===== config.mk =====
export PLATFORM = sky130hd
export DESIGN_NAME = signed_tick_counter
export DESIGN_NICKNAME = d
export VERILOG_FILES = /design/src/rtl/signed_tick_counter_pkg.sv /design/src/rtl/signed_tick_counter_hex7seg.sv /design/src/rtl/signed_tick_counter.sv
export VERILOG_INCLUDE_DIRS = /design/src /design/src/rtl
export SDC_FILE = /design/constraint.sdc
export NUM_CORES = 1
export LEC_CHECK = 0
export ABC_AREA = 0
export CAP_MARGIN = 20
export CORE_ASPECT_RATIO = 1.25
export CORE_MARGIN = 3
export CORE_UTILIZATION = 49
export CTS_CLUSTER_SIZE = 28
export DETAILED_ROUTE_END_ITERATION = 10
export GPL_TIMING_DRIVEN = 0
export HOLD_SLACK_MARGIN = 0.02
export PLACE_DENSITY = 0.78
export SYNTH_ARGS = -nofsm -noshare
export SYNTH_HDL_FRONTEND = slang
export SYNTH_HIERARCHICAL = 1
export SYNTH_SLANG_ARGS = --single-unit

===== constraint.sdc =====
create_clock -name CLOCK_50 -period 4.9 [get_ports CLOCK_50]
set_clock_uncertainty 0.1 [all_clocks]
set_input_delay 0.98 -clock CLOCK_50 [delete_from_list [all_inputs] [get_ports CLOCK_50]]
set_output_delay 0.98 -clock CLOCK_50 [all_outputs]
set_load 0.02 [all_outputs]

===== src/rtl/seg_defs.vh =====
// Active-low seven-segment patterns, bit 6 = g ... bit 0 = a.
localparam logic [6:0] SEG_BLANK = 7'h7F;
localparam logic [6:0] SEG_MINUS = 7'h3F;
// Digit patterns 0-F, index 0 in the least significant slot.
localparam logic [15:0][6:0] SEG_DIGITS = {
  7'h0E, 7'h06, 7'h21, 7'h46, 7'h03, 7'h08, 7'h10, 7'h00,
  7'h78, 7'h02, 7'h12, 7'h19, 7'h30, 7'h24, 7'h79, 7'h40
};


===== src/rtl/signed_tick_counter_pkg.sv =====
// Shared segment constants and the nibble-to-segment helper.
package signed_tick_counter_pkg;

  `include "seg_defs.vh"

  function automatic logic [6:0] hex_to_seg(input logic [3:0] nibble);
    return SEG_DIGITS[nibble];
  endfunction

endpackage


===== src/rtl/signed_tick_counter_hex7seg.sv =====
// Single hex digit to active-low seven-segment decoder.
module signed_tick_counter_hex7seg
  import signed_tick_counter_pkg::*;
(
  input  logic [3:0] nibble_i,
  output logic [6:0] seg_o
);

  assign seg_o = hex_to_seg(nibble_i);

endmodule


===== src/rtl/signed_tick_counter.sv =====
// Signed up/down counter with prescaler, load, wrap/saturate and
// zero-lag registered sign-magnitude seven-segment outputs.
module signed_tick_counter
  import signed_tick_counter_pkg::*;
#(
  parameter int unsigned WIDTH    = 8,
  parameter int unsigned PRESCALE = 10000000,
  parameter int unsigned DIGITS   = WIDTH / 4
) (
  input  logic                  CLOCK_50,
  input  logic                  RESET_N,
  input  logic                  enable,
  input  logic                  up_down,
  input  logic                  saturate,
  input  logic                  load,
  input  logic [WIDTH-1:0]      load_value,
  output logic [WIDTH-1:0]      count,
  output logic [WIDTH-1:0]      magnitude,
  output logic                  negative,
  output logic                  tick,
  output logic                  overflow,
  output logic [7*DIGITS-1:0]   hex_seg,
  output logic [6:0]            sign_seg
);

  localparam int unsigned PW = (PRESCALE > 1) ? $clog2(PRESCALE) : 1;
  localparam logic [PW-1:0]       PreLast = PW'(PRESCALE - 1);
  localparam logic [WIDTH-1:0]    CntMax  = {1'b0, {(WIDTH - 1){1'b1}}};
  localparam logic [WIDTH-1:0]    CntMin  = {1'b1, {(WIDTH - 1){1'b0}}};
  localparam logic [7*DIGITS-1:0] HexZero = {DIGITS{SEG_DIGITS[0]}};

  logic [PW-1:0]       pre_q, pre_d;
  logic [WIDTH-1:0]    count_q, count_d;
  logic [WIDTH-1:0]    magnitude_q, magnitude_d;
  logic                negative_q, negative_d;
  logic                tick_q, tick_d;
  logic                overflow_q, overflow_d;
  logic [7*DIGITS-1:0] hex_seg_q, hex_seg_d;
  logic [6:0]          sign_seg_q, sign_seg_d;

  always_comb begin
    pre_d      = pre_q;
    count_d    = count_q;
    tick_d     = 1'b0;
    overflow_d = 1'b0;
    if (load) begin
      count_d = load_value;
      pre_d   = '0;
    end else if (enable) begin
      if (pre_q == PreLast) begin
        pre_d  = '0;
        tick_d = 1'b1;
        if (up_down) begin
          if (count_q == CntMax) begin
            overflow_d = 1'b1;
            count_d    = saturate ? CntMax : CntMin;
          end else begin
            count_d = count_q + 1'b1;
          end
        end else begin
          if (count_q == CntMin) begin
            overflow_d = 1'b1;
            count_d    = saturate ? CntMin : CntMax;
          end else begin
            count_d = count_q - 1'b1;
          end
        end
      end else begin
        pre_d = pre_q + 1'b1;
      end
    end
  end

  // Display terms come from count_d so they land on the same edge as count.
  always_comb begin
    negative_d  = count_d[WIDTH-1];
    magnitude_d = negative_d ? (~count_d + 1'b1) : count_d;
    sign_seg_d  = negative_d ? SEG_MINUS : SEG_BLANK;
  end

  for (genvar i = 0; i < DIGITS; i++) begin : g_digit
    logic [3:0] nibble;
    if (4 * i + 4 <= WIDTH) begin : g_in_range
      assign nibble = magnitude_d[4*i +: 4];
    end else begin : g_out_of_range
      assign nibble = 4'h0;
    end
    signed_tick_counter_hex7seg u_hex7seg (
      .nibble_i (nibble),
      .seg_o    (hex_seg_d[7*i +: 7])
    );
  end

  always_ff @(posedge CLOCK_50 or negedge RESET_N) begin
    if (!RESET_N) begin
      pre_q       <= '0;
      count_q     <= '0;
      magnitude_q <= '0;
      negative_q  <= 1'b0;
      tick_q      <= 1'b0;
      overflow_q  <= 1'b0;
      hex_seg_q   <= HexZero;
      sign_seg_q  <= SEG_BLANK;
    end else begin
      pre_q       <= pre_d;
      count_q     <= count_d;
      magnitude_q <= magnitude_d;
      negative_q  <= negative_d;
      tick_q      <= tick_d;
      overflow_q  <= overflow_d;
      hex_seg_q   <= hex_seg_d;
      sign_seg_q  <= sign_seg_d;
    end
  end

  assign count     = count_q;
  assign magnitude = magnitude_q;
  assign negative  = negative_q;
  assign tick      = tick_q;
  assign overflow  = overflow_q;
  assign hex_seg   = hex_seg_q;
  assign sign_seg  = sign_seg_q;

endmodule


==> out/metrics.cfg, run 1 <==
[run_status]
run_status = complete, no violations

[route]
via_count = 3080
route.detailed.drc = 0
totalWireLength_microns = 8720
viasPerCell = 5.82
wl_per_cell_microns = 16.5
first_pass_iters = 5
final_antenna_net_count = 0
drt-initial-drc-count = 211

[placed_design]
post_detail_place_hpwl_microns = 6500
gp_routability_congestion = 0.910
place.port_buffers = 46
dpl_worst_slack_ns = -0.146
dp.cells = 521
placed_cell_area_sq_mm = 0.00423

[grt]
grtUsageTotal = 0.210
grt_start_max_net_pins = 42
antenna_violations_before_repair = 0
globalRouteOverflowTotal = 0
grt_pass1_vias = 3123
grt_first_pass_wirelength_microns = 14700

[cts]
cts_buffer_depth = 2
ctsHoldBuffers = 0
htree_num_levels = 2
cts_resized = 0
clock_tree_from_tritoncts = done
tritoncts_num_sinks = 56
root_buffer = clkbuf_8
clkTransAtPathRegs_ns = 0.10
tritoncts.num_buffers = 5
clock_latency_ns = 0.30
postCtsSetupRepairBufs = 0

[floorplan]
die_width_microns = 82.9
design.die.area_sq_mm = 0.00847
initial_cell_density_of_the_core = 0.513
row_count = 34
ioPinCount = 54
design.core.area_sq_mm = 0.00706
die_h_microns = 102

[cells_and_area]
share_of_cells_above_drive_strength_1 = 0.116
layout-area-overhead-vs-synth_pct = 20.8
final_cells = 529
final_net_count = 471
finish.instance_area_sq_mm = 0.00438
antennaDiodeCount = 0

[timing]
timing_hold_violations_final = 0
finalWorstPathRequiredPeriod_ns = 4.54
slew_viol_final = 0
fmaxAchievable_mhz = 220
slew_headroom = 0.526
finalSetupViolCount = 0
final_critical_path_setup_slack_ns = 0.359
final_min_period_over_clock_period = 0.927
fin_tns_setup_ns = 0
grt_setup_unrepaired = no
worst_slew_pin_slew_ns = 0.705

[synth]
synth_top_area_cell = dfrtp_1
synth_top_cell_area_share = 0.366
share_of_synthesized_area_spent_on_multiplexers = 0.0477
mappedNetlistArea_sq_mm = 0.00362
synth_xor_xnor_area_share = 0.0556
synth_edf_count = 0
postSynthAreaPerCell_sq_um = 9.56
async_reset_ff_frac = 1.00
synthMostInstantiatedCell = dfrtp_1
synthTopCellsByArea = dfrtp_1 37%, ha_1 6.6%, xor2_1 3.9%
synth.yosys.seq_area_share = 0.388
share_of_synthesized_cell_area_in_full_adder_half_adder_and_majority_cells = 0.0656
synth_top_family_by_area = simple AND/OR/NAND/NOR gates
yosysWarningCount = 6
synthTopCellsByCount = 53 x dfrtp_1, 37 x nor2_1, 25 x nand2_1, 22 x inv_1, 20 x o21ai_0
synthesis.instances = 379
synth_cell_type_count = 73
yosys.area_share.simple = 0.208
synth_seq_cells = 56
synth-compound-area-share = 0.169
ys_dominant_reg_cell = dfrtp_1

[setup_path]
crit_required_ns = 4.98
timing.critical_path.to_type = register
worst_ep_arrival_time_ns = 4.62
crit_type = input pin to register
crit_path_start_kind = input pin
critical_path.max_fanout = 8

[power_and_ir_drop]
power.density_mw_per_mm2 = 305
static-leakage-power_nw = 1.84
vdd_drop_max_uv = 169

[run]
drv_cap = 0

[min_path]
min_path_type = register to register

-- report_power, final --
part	total (W)	switching (W)	internal, W
registers	0.000537	0.0000236	0.000514
logic	0.000437	0.000246	0.000191
clock network	0.000361	0.000155	0.000206
total	0.00134	0.000425	0.000911
-- kinds of logic (layout without fill, tap and decap cells) --
kind of cell,Yosys count,after routing
buf+inv,49,104
mux,14,14
fa+ha+maj,19,19
flops,56,56
compound gates,79,79
simple gates,138,138
xor+xnor,23,23
other cells,1,6
-- registers in the layout, indices dropped and copies added, names as in the netlist --
| register | flops |
|---|---|
| overflow | 1 |
| hex_seg | 14 |
| pre_q | 24 |
| magnitude | 8 |
| count | 7 |
| sign_seg | 1 |
| tick | 1 |
-- final cells by class --
cell class                      instances  area [sq um]
Inverter                               24          90.1
Buffer                                 25           150
Sequential cell                        56          1410
Fill cell                             621          2690
Clock inverter                          3          68.8
Tap cell                               90           113
Clock buffer                            5          68.8
Multi-Input combinational cell        279          2000
Timing Repair Buffer                   47           475
-- metrics by stage --
stage           util  hold slack, ns  total power, W
5_1_grt        0.620           0.479         0.00141
6_report       0.620           0.447         0.00134
3_5_place_dp   0.599           0.419        0.000981
4_1_cts        0.619           0.444         0.00135
2_1_floorplan      -           0.376        0.000805
3_3_place_gp   0.597           0.400        0.000968
-- path summary, 6_finish.rpt --
check	cells after the start	endpoint	slack, ns	startpoint
setup reg to reg	15	hex_seg[10]	0.36	magnitude[0]
max in group asynchronous	2	hex_seg[6]	3.64	RESET_N
setup / recovery	12	hex_seg[10]	0.36	enable
hold / removal	1	pre_q[0]	0.45	pre_q[0]
hold reg to reg	1	pre_q[0]	0.45	pre_q[0]
min in group asynchronous	1	hex_seg[0]	0.47	RESET_N
-- worst max-delay path, stage by stage --
cell,delay [ns]
clkdlybuf4s50_1,0.59
inv_1,0.06
or3_4,0.41
or3_4,0.39
o221a_4,0.29
nor2_4,0.16
a21oi_1,0.10
xnor2_1,0.54
inv_1,0.22
ha_1,0.34
inv_1,0.06
mux4_1,0.48
-- cells in the final DEF (no fill, tap or decap), types with 3 or more instances in the layout --
cell and instances:
o211ai_1 4, nand3b_1 3, and4_1 3, xnor2_1 7, buf_2 4, and3_1 6
ha_1 19, nor3b_1 5, nor4_1 5, nand4_1 11, nor2_1 37, o31ai_1 3
nand2_1 25, clkdlybuf4s50_1 45, a21oi_1 14, conb_1 6, o21ai_0 20, a211oi_1 3
buf_6 3, mux2i_1 9, nand2b_1 3, dfstp_2 3, or4_1 3, inv_1 22
clkbuf_1 11, nor3_1 7, clkbuf_8 5, buf_4 8, nand3_1 10, or3_1 6
xor2_1 16, dfrtp_1 53, o31a_1 3
-- routing by layer --
layer  share of wire  global-route usage  up-vias
li1                -                   -     1459
met1            0.41               0.259     1496
met2            0.51               0.375      113
met3           0.052              0.0290       12
met4           0.020              0.0792        0
met5               0                   0        -
(Power assumes the default switching activity.)
==> run 2: changes to the inputs <==
CAP_MARGIN = 15   (was 20)
CORE_UTILIZATION = 55   (was 49)
PLACE_DENSITY = 0.86   (was 0.78)
==> out/metrics.cfg, run 2 (same netlist as run 1, synthesis figures left out) <==
[route]
wl_per_cell_microns = 16.6  ; +0.49%
route.detailed.drc = 0  ; unchanged
viasPerCell = 5.87  ; +0.79%
final_antenna_net_count = 0  ; unchanged
via_count = 3075  ; -0.16%
totalWireLength_microns = 8680  ; -0.46%
first_pass_iters = 5  ; unchanged
drt-initial-drc-count = 177  ; -16%

[timing]
slew_headroom = 0.526  ; about the same
grt_setup_unrepaired = no
finalSetupViolCount = 0  ; unchanged
finalWorstPathRequiredPeriod_ns = 4.55  ; +0.00780 ns
final.hold.worst_slack_ns = 0.443  ; -0.00357 ns
timing_hold_violations_final = 0  ; unchanged
final_min_period_over_clock_period = 0.928  ; +0.00159
worst_slew_pin_slew_ns = 0.706  ; +0.000498 ns
fmaxAchievable_mhz = 220  ; -0.17%
slew_viol_final = 0  ; unchanged

[run]
drv_cap = 0  ; unchanged

[setup_path]
worst_ep_arrival_time_ns = 4.64  ; +0.02 ns
cp_slowest_cell = clkdlybuf4s50_1
cp_delay_by_family_top = buffers and inverters
startpoint = saturate
cpMostUsedCell = inv_1
setup_slack_reg_to_reg_ns = 0.46  ; +0.10 ns
critical-path-max-stage-delay_ns = 0.57  ; -0.02 ns
crit_required_ns = 4.99  ; about the same
timing.critical_path.to_type = register
worstSetupEndpoint = hex_seg[10]
critical_path.max_fanout = 8  ; unchanged
worstSetupPathDepth = 13  ; +1
worstPathBufferInverterCount = 4  ; unchanged
rr_startpoint = count[6]
r2r_cell_count = 13  ; -2
r2r-end = hex_seg[10]
path_cells = clkdlybuf4s50_1 > inv_1 > o31a_1 > nor3_1 > a211oi_1 > o22ai_2 > ha_1 > a21oi_1 > xnor2_1 > inv_1 > ha_1 > inv_1 > mux4_1
crit_type = input pin to register
crit_path_start_kind = input pin

[grt]
top_usage_layer = met2
grt_pass1_vias = 3013  ; -3.5%
globalRouteOverflowTotal = 0  ; unchanged
grt_start_max_net_pins = 44  ; +4.8%
globalRouteMet3Util = 0.0335  ; +0.00449
antenna_violations_before_repair = 0  ; unchanged
grt_first_pass_wirelength_microns = 14600  ; -0.70%
grtUsageTotal = 0.238  ; +0.0281
grtUsageMet1 = 0.302  ; +0.0426
groute.layer.met2.usage = 0.406  ; +0.0315

[floorplan]
design.core.area_sq_mm = 0.00629  ; -11%
ioPinCount = 54  ; unchanged
row_count = 32  ; -5.9%
design.die.area_sq_mm = 0.00760  ; -10%
die_width_microns = 78.6  ; -5.2%
die_h_microns = 96.8  ; -5.3%
initial_cell_density_of_the_core = 0.576  ; +0.0633

[power_and_ir_drop]
vdd_drop_max_uv = 180  ; +7.0%
power.density_mw_per_mm2 = 297  ; -2.8%
static-leakage-power_nw = 1.84  ; -0.31%

[cells_and_area]
final_cells = 524  ; -0.95%
layout-area-overhead-vs-synth_pct = 20.0
share_of_cells_above_drive_strength_1 = 0.118  ; +0.00228
layout.cells.most_common = dfrtp_1
largest_register = pre_q
antennaDiodeCount = 0  ; unchanged
largest_reg_flops = 24  ; unchanged
layout.cells.most_common_list = 53 x dfrtp_1, 45 x clkdlybuf4s50_1, 37 x nor2_1
final_net_count = 471  ; unchanged

[cts]
tritoncts.num_buffers = 5  ; unchanged
clkTransAtPathRegs_ns = 0.11  ; about the same
clock_tree_from_tritoncts = done
clock_latency_ns = 0.31  ; about the same
tritoncts_num_sinks = 56  ; unchanged
cts_buffer_depth = 2  ; unchanged
ctsHoldBuffers = 0  ; unchanged
root_buffer = clkbuf_8
htree_num_levels = 2  ; unchanged

[min_path]
min_path_type = register to register
timing.hold.worst.start = pre_q[0]

[placed_design]
post_detail_place_hpwl_microns = 6500  ; about the same
dp.cells = 516  ; -0.96%
place.port_buffers = 46  ; unchanged
gp_routability_congestion = 0.972  ; +6.7%

[run_status]
run_status = complete, no violations

==> run 2: cell types whose count changed in the layout (fill, tap and decap cells not counted) <==
cell       delta
clkbuf_2      +1
inv_6         -1
clkinv_2      +1
bufinv_16     -1
clkbuf_1      -1
inv_8         +1
==> run 2: per-stage QoR <==
| step | power [W] | utilization | worst slack (ns) | cell area, sq um | setup TNS, ns |
|---|---|---|---|---|---|
| finish | 0.00129 | 0.692 | 0.351 | 4350 | 0 |
| global route | 0.00136 | 0.692 | 0.0502 | 4350 | 0 |
| CTS | 0.00130 | 0.690 | 0.149 | 4340 | 0 |
| detailed placement | 0.000983 | 0.672 | -0.155 | 4220 | -0.180 |
| global placement | 0.000969 | 0.670 | -0.128 | 4210 | -0.128 |
| floorplan | 0.000805 | - | 1.02 | 3640 | 0 |
==> run 2: timing repair <==
action	in CTS	in global routing
setup buffers	0	0
resized for setup	0	3
endpoints found under the setup margin	0	2
==> run 2: worst min-delay path by stage <==
stage,slack (ns),endpoint,cells after the start
final,0.44,pre_q[0],1
after global routing,0.46,pre_q[0],1
after CTS,0.44,pre_q[0],1
after detailed placement,0.43,pre_q[0],1
after global placement,0.40,pre_q[1],2
after floorplan,0.38,pre_q[1],2
==> run 2: power breakdown <==
group | internal [W] | total (W) | leakage [nW] | switching, W
registers | 0.000514 | 0.000538 | 0.722 | 0.0000243
clock network | 0.000155 | 0.000314 | 0.0600 | 0.000159
logic | 0.000191 | 0.000439 | 1.05 | 0.000248
==> run 2: cell type report <==
type	count	area [sq um]
buffer	25	151
clock buffer	5	68.8
clock inverter	3	46.3
fill	494	1940
inverter	24	90.1
multi-input combinational	279	2000
sequential	56	1410
tap	85	106
timing repair buffer	47	475
==> run 2: layer usage <==
metal | routed length, microns | share of wire
met2 | 4390 | 0.51
met1 | 3710 | 0.43
met5 | 0 | 0
met3 | 405 | 0.047
met4 | 172 | 0.020
